## config.mk

```make
export PLATFORM = sky130hd
export DESIGN_NAME = bip_program_loader
export DESIGN_NICKNAME = d
export VERILOG_FILES = /design/src/rtl/bip_program_loader_pkg.sv /design/src/rtl/bip_program_loader.sv
export SDC_FILE = /design/constraint.sdc
export NUM_CORES = 1
export LEC_CHECK = 0
export BUFFER_PORTS_ARGS = -buffer_cell sky130_fd_sc_hd__buf_2
export CAP_MARGIN = 20
export CORE_ASPECT_RATIO = 1.25
export CORE_UTILIZATION = 55
export DETAILED_ROUTE_END_ITERATION = 8
export HOLD_SLACK_MARGIN = 0.05
export PLACE_DENSITY = 0.92
export SLEW_MARGIN = 15
export SYNTH_ARGS = -nofsm -noshare
export SYNTH_HDL_FRONTEND = slang
export SYNTH_SLANG_ARGS = --single-unit
```

## constraint.sdc

```tcl
create_clock -name clk -period 3.65 [get_ports clk]
set_input_delay 0.5475 -clock clk [delete_from_list [all_inputs] [get_ports clk]]
set_output_delay 0.5475 -clock clk [all_outputs]
set_load 0.02 [all_outputs]
```

## src/rtl/bip_program_loader_pkg.sv

```systemverilog
// Shared constants and FSM encoding for the BIP program loader.
// HALT_OPCODE must stay in step with the decoder's opcode table.
package bip_program_loader_pkg;

    localparam int ADDR_W   = 11;
    localparam int INST_W   = 16;
    localparam int OPCODE_W = 5;

    localparam logic [OPCODE_W-1:0] HALT_OPCODE = 5'd0;

    typedef enum logic [2:0] {
        ST_WAIT_HI = 3'd0,
        ST_WAIT_LO = 3'd1,
        ST_WRITE   = 3'd2,
        ST_START   = 3'd3,
        ST_RUN     = 3'd4,
        ST_DONE    = 3'd5
    } state_t;

endpackage

```

## src/rtl/bip_program_loader.sv

```systemverilog
// Assembles UART byte pairs into BIP instructions, writes them to program memory,
// then pulses the CPU reset and holds the CPU enabled until the program finishes.
module bip_program_loader #(
    parameter int ADDR_W   = bip_program_loader_pkg::ADDR_W,
    parameter int INST_W   = bip_program_loader_pkg::INST_W,
    parameter int OPCODE_W = bip_program_loader_pkg::OPCODE_W,
    parameter logic [OPCODE_W-1:0] HALT_OPCODE = bip_program_loader_pkg::HALT_OPCODE
) (
    input  logic              clk,
    input  logic              reset,
    input  logic [7:0]        rx_data,
    input  logic              rx_done,
    input  logic              finish_program,
    output logic              prog_wr_en,
    output logic [ADDR_W-1:0] prog_wr_addr,
    output logic [INST_W-1:0] prog_wr_data,
    output logic              bip_reset,
    output logic              bip_enable,
    output logic              loading,
    output logic              load_done,
    output logic              overflow
);
    import bip_program_loader_pkg::*;

    state_t              r_state;
    state_t              w_next_state;
    logic [ADDR_W-1:0]   r_addr;
    logic [7:0]          r_hi;
    logic [7:0]          r_lo;
    logic                r_loading;
    logic                r_overflow;
    logic [INST_W-1:0]   w_inst;
    logic                w_is_halt;
    logic                w_addr_full;

    assign w_inst      = {r_hi, r_lo};
    assign w_is_halt   = (w_inst[INST_W-1 -: OPCODE_W] == HALT_OPCODE);
    assign w_addr_full = (r_addr == {ADDR_W{1'b1}});

    always_ff @(posedge clk) begin
        if (reset) r_state <= ST_WAIT_HI;
        else       r_state <= w_next_state;
    end

    always_comb begin
        // NOTE: default first so every path assigns w_next_state and no latch is inferred.
        w_next_state = r_state;
        case (r_state)
            ST_WAIT_HI: if (rx_done) w_next_state = ST_WAIT_LO;
            ST_WAIT_LO: if (rx_done) w_next_state = ST_WRITE;
            ST_WRITE: begin
                if (w_is_halt || w_addr_full) w_next_state = ST_START;
                else if (rx_done)             w_next_state = ST_WAIT_LO;
                else                          w_next_state = ST_WAIT_HI;
            end
            ST_START:   w_next_state = ST_RUN;
            ST_RUN:     if (finish_program) w_next_state = ST_DONE;
            ST_DONE:    if (rx_done) w_next_state = ST_WAIT_LO;
            default:    w_next_state = ST_WAIT_HI;
        endcase
    end

    // NOTE: all datapath registers are few and must start clean, so each one is reset here.
    always_ff @(posedge clk) begin
        if (reset) begin
            r_addr     <= '0;
            r_hi       <= '0;
            r_lo       <= '0;
            r_loading  <= 1'b0;
            r_overflow <= 1'b0;
        end else begin
            case (r_state)
                ST_WAIT_HI: if (rx_done) begin
                    r_hi      <= rx_data;
                    r_loading <= 1'b1;
                end
                ST_WAIT_LO: if (rx_done) r_lo <= rx_data;
                ST_WRITE: begin
                    if (w_is_halt) begin
                        r_loading <= 1'b0;
                    end else if (w_addr_full) begin
                        r_overflow <= 1'b1;
                        r_loading  <= 1'b0;
                    end else begin
                        r_addr <= r_addr + ADDR_W'(1);
                        // A byte landing in the write cycle is the next pair's high half.
                        if (rx_done) r_hi <= rx_data;
                    end
                end
                ST_DONE: if (rx_done) begin
                    r_addr     <= '0;
                    r_overflow <= 1'b0;
                    r_hi       <= rx_data;
                    r_loading  <= 1'b1;
                end
                default: ;
            endcase
        end
    end

    // Status outputs are gated by reset so a write or pulse in flight on the reset edge is dropped.
    assign prog_wr_en   = (r_state == ST_WRITE) && !reset;
    assign prog_wr_addr = r_addr;
    assign prog_wr_data = w_inst;
    assign bip_reset    = (r_state == ST_START) && !reset;
    assign bip_enable   = (r_state == ST_RUN) && !reset;
    assign load_done    = ((r_state == ST_START) || (r_state == ST_RUN) || (r_state == ST_DONE)) && !reset;
    assign loading      = r_loading && !reset;
    assign overflow     = r_overflow && !reset;

endmodule

```

== Yosys cells after proc, flatten, opt, wreduce, memory -nomap -nowiden ==
Cells that the tools add are included.
Word-level totals
  register bits after elaboration: 32
  memories: 0
  latch bits: 0
  input port bits: 12
  ROM bits: 0
  word-level logic and storage cells: 64
  output and inout port bits: 33
  bits in writable memories: 0
Operators by class
  add/sub/neg operators: 1
  multiplexer cells: 22
  $mul: 0
  reduce and logical (&&, ||, !) cells: 21
  equal/unequal tests: 14
  $lt $le $gt $ge: 0
  bitwise operators: 0
  div/mod/pow operators: 0
  shifts and indexed selects: 0
Operators with widths (count)
  11-bit 2-to-1 mux: 3
  8-bit 2-to-1 mux: 3
  11-bit case mux with 2 select lines: 1
  8-bit case mux with 2 select lines: 1
  3-bit case mux with 5 select lines: 1
  2-bit != test, second input constant: 6
  11-bit by 1-bit adder with 11-bit output, second input constant: 1
  11-bit equality test, second input constant: 1
  3-bit 2-to-1 mux: 3
  3-bit AND reduction: 3
  4-bit AND reduction: 2
  1-bit 2-to-1 mux: 7
  3-bit by 2-bit equality test with 1-bit output, second input constant: 2
  3-bit equality test, second input constant: 2
  1-bit logical AND: 6
  5-bit zero test: 1
  1-bit case mux with 2 select lines: 2
  2-bit nonzero test: 2
  3-bit by 1-bit equality test with 1-bit output, second input constant: 1
  3-bit zero test: 1
  1-bit logical OR: 3
  3-bit != test, second input constant: 1
  2-bit 2-to-1 mux: 1
  2-bit by 1-bit != test with 1-bit output, second input constant: 1
  3 further kinds: 3

== Longest topological paths before layout ==
  depth after elaboration: 4
  depth in mapped cells: 6
  depth with buffers taken out: 5

== Worst setup path after synthesis ==
OpenSTA, ideal clock, no wires.
  path kind: input to output
  start point: in reset
  end point: out prog_wr_en
  stages on the path: 4
  required time: 3102 ps
  slack: 1588 ps
  arrival: 1514 ps
  path through: clkbuf_1 clkbuf_1 clkbuf_1 nor2_1
On the way
  word-level cells in the longest chain between the ends: 2
RTL lines
  from (decl): RTL line bip_program_loader.sv:10  | input logic reset,
  1-bit zero test: RTL line bip_program_loader.sv:102  | assign prog_wr_en = (r_state == ST_WRITE) && !reset;
  1-bit logical AND: RTL line bip_program_loader.sv:102
  to (decl): RTL line bip_program_loader.sv:14  | output logic prog_wr_en,
Every way passes these cells.

== Worst setup path after layout ==
  start point: reg r_state[0]
  end point: out load_done
On the way
  word-level cells in the longest chain between the ends: 4
  elaborated cells between the ends (all ways): 6
  classes of those cells: eq/ne (3); reduce/logical (3)
RTL lines
  from (decl): RTL line bip_program_loader.sv:25  | state_t r_state;
  from (signal assigned): RTL line bip_program_loader.sv:42  | else r_state <= w_next_state;
  3-bit by 2-bit equality test with 1-bit output / 3-bit equality test (equally long branches): RTL line bip_program_loader.sv:107  | assign load_done = ((r_state == ST_START) || (r_state == ST_RUN) || (r_state == ST_DONE)) && !reset;
  1-bit logical OR: RTL line bip_program_loader.sv:107
  1-bit logical OR (*): RTL line bip_program_loader.sv:107
  1-bit logical AND (*): RTL line bip_program_loader.sv:107
  to (decl): RTL line bip_program_loader.sv:20  | output logic load_done,
Every way passes the cells marked *; elsewhere a longest branch is shown, timed or not.

==> qor.csv <==
metric,value,unit
grt.overflow.total,0,
synth-main-ff-cell,dfxtp_1,
fin_setup_tns,0,ps
criticalPathCategory,flop to primary output,
hold_buffers,0,
die_h,62.5,um
syn2layout_area_growth,20.2,%
crit_slowest_cell,dfxtp_1,
root_buffer,clkbuf_4,
clk_pin_slew,100,ps
seqPwrFrac,47.5,%
slew_headroom,46.2,%
grt_max_degree,32,
clockBufferDepth,2,
fin_skew,7.70,ps
yosysWarnings,0,
clock_sinks,32,
tightest_slew,801,ps
top_level_ports,45,
port_buffers,44,
vias_per_cell,5.75,
switchingPower,206,uW
synthDistinctLibCells,44,
drv_cap,0,
diodes,0,
dr.pass1.iters,4,
path_max_fanout,13,
num_vias,1490,
grt_pass1_wl,6.13,mm
hold_viol,0,
cts_buffers,5,
min_period_over_period,59.6,%
power.leakage,0.000877,uW
syn-num-nets,194,
powerDensity,415,mW/mm^2
place_hpwl,2.58,mm
route.detailed.drc,0,
die_w,50.4,um
status,finished clean,
syn_inst,181,
antenna_found_initial,0,
intPower,595,uW
cp.arrival,1630,ps
async_reset_ff_share,0,%
cp-end-kind,primary output,
die_area,0.00314,sq mm
htree_levels,2,
layout.nets,237,
synth_edf_count,0,
syn-mean-instance-area,8.88,sq um
grt_pass1_vias,1378,
cp.required,3100,ps
clockPowerShare,38.2,%
startpoint_type,flop,
cts_tree,done,
drt_iter0_markers,34,
use_met2,43.0,%
comb_power_share,14.2,%
swShare,25.7,%
path_cells,"nand2_1, or2_2, a21oi_1, buf_2",
clkLatencyLatePin,340,ps
syn-cell-area,0.00161,sq mm
core,0.00273,sq mm
start_util,58.8,%
grtUsageMet1,29.5,%
gp_congestion,0.826,
gr-usage-all-layers,25.6,%
total_power,801,uW
postCtsSetupBuffers,0,
hold_path.class,input port to flop,
postRouteAntennaNets,0,
slew_violations,0,
fmax,460,MHz
grtUsageMet3,7.06,%
rsz0062_at_grt,no,
cts_resized,0,
drt-wirelength-per-cell,14.3,um
seq_area_frac_synth,39.8,%
vdd_ir_drop_max,0.422,mV
gr-max-usage-layer,met2,
max_stage_delay,560,ps
drive_gt1_share,27.6,%
period_needed,2180,ps
wirelength,3.71,mm
core.rowCount,21,
synth_seq_cells,32,
setup_viol,0,
-- worst max-delay path: cells and delay by family (launching register included) --
| family | cells | cell delay [ps] |
|---|---|---|
| flip-flops | 1 | 560 |
| AND/OR/NAND/NOR | 2 | 410 |
| buffers and inverters | 1 | 180 |
| AO/OA/AOI/OAI | 1 | 140 |
-- per-layer routing --
metal	share of wire, %	vias to the layer above
li1	-	739
met1	41	692
met2	52	50
met3	5.4	9
met4	2.0	0
met5	0	-
-- power by group through the flow --
stage,combinational (uW),clock (uW),sequential [uW]
after floorplan,71.8,0,397
after global placement,111,0,387
after detailed placement,114,0,388
after CTS,115,311,380
after global routing,124,327,383
final,114,306,381
-- path summary, 6_finish.rpt --
| check | cells after the start | startpoint | slack (ps) | to |
|---|---|---|---|---|
| max | 4 | r_state[0] | 1470 | load_done |
| min | 3 | rx_data[0] | 460 | r_hi[0] |
| max reg2reg | 4 | r_state[1] | 1660 | prog_wr_addr[8] |
| min reg2reg | 2 | r_hi[0] | 480 | r_hi[0] |
-- sequential cells by signal, summed over array words and instances (netlist names) --
signal	cells
r_state	3
prog_wr_addr	11
r_loading	1
r_lo	8
r_overflow	1
r_hi	8
-- final cells by class --
| class | count | area (sq um) |
|---|---|---|
| clock inverter | 1 | 30.0 |
| tap | 34 | 42.5 |
| inverter | 1 | 3.75 |
| fill | 252 | 801 |
| clock buffer | 7 | 65.1 |
| multi-input combinational | 139 | 922 |
| timing repair buffer | 45 | 228 |
| sequential | 32 | 641 |
-- through the flow --
step	util, %	setup slack, ps	area (sq um)	hold slack [ps]	std cells
finish	70.7	1470	1930	458	259
global route	70.7	1360	1930	459	259
CTS	70.7	1460	1930	447	259
detailed placement	67.2	1680	1840	466	251
global placement	67.2	1710	1840	447	251
floorplan	-	1590	1610	464	181
-- placed cells by master (no fill, tap or decap), types with 2 or more instances in the layout --
| master | Yosys | final |
|---|---|---|
| buf_2 | 3 | 44 |
| nand2_1 | 34 | 34 |
| dfxtp_1 | 32 | 32 |
| mux2i_1 | 24 | 24 |
| nor2_1 | 16 | 16 |
| or3_1 | 9 | 9 |
| clkbuf_4 | 0 | 5 |
| nand2b_1 | 4 | 4 |
| nor3_1 | 4 | 4 |
| a21oi_1 | 4 | 4 |
| nor2b_1 | 3 | 3 |
| or2_2 | 2 | 2 |
| o21a_1 | 2 | 2 |
| nand4_1 | 2 | 2 |
| or4_1 | 2 | 2 |
| nand3_1 | 2 | 2 |
| o211ai_1 | 2 | 2 |
| a211oi_1 | 2 | 2 |
| nor3b_1 | 2 | 2 |
| o21ai_0 | 2 | 2 |
| a2111oi_1 | 2 | 2 |
| clkbuf_8 | 0 | 2 |
-- cells by family after synthesis --
group                      count (synthesis)  share of synthesized area (%)
xor gates and xnor gates                   1                          0.545
and+or+nand+nor                           88                           28.3
DFF                                       32                           39.8
AOI/OAI and AO/OA                         25                           12.8
buffers and inverters                     10                           2.80
adders and majority gates                  1                          0.778
muxes                                     24                           14.9
-- synth_stat cells, types with 2 or more instances --
cell type / n / area share (%)
nor2b_1: 3 / 1.2
mux2i_1: 24 / 15
nor3_1: 4 / 1.2
nor2_1: 16 / 3.7
nand3_1: 2 / 0.62
or4_1: 2 / 0.93
or3_1: 9 / 3.5
nand2b_1: 4 / 1.6
a21oi_1: 4 / 1.2
or2_2: 2 / 0.78
nand2_1: 34 / 7.9
clkbuf_1: 5 / 1.2
dfxtp_1: 32 / 40
buf_2: 3 / 0.93
nor3b_1: 2 / 0.93
o211ai_1: 2 / 0.93
nand4_1: 2 / 0.78
a2111oi_1: 2 / 1.2
o21a_1: 2 / 0.93
a211oi_1: 2 / 0.93
o21ai_0: 2 / 0.62
Power figures use the tool's default switching activity.
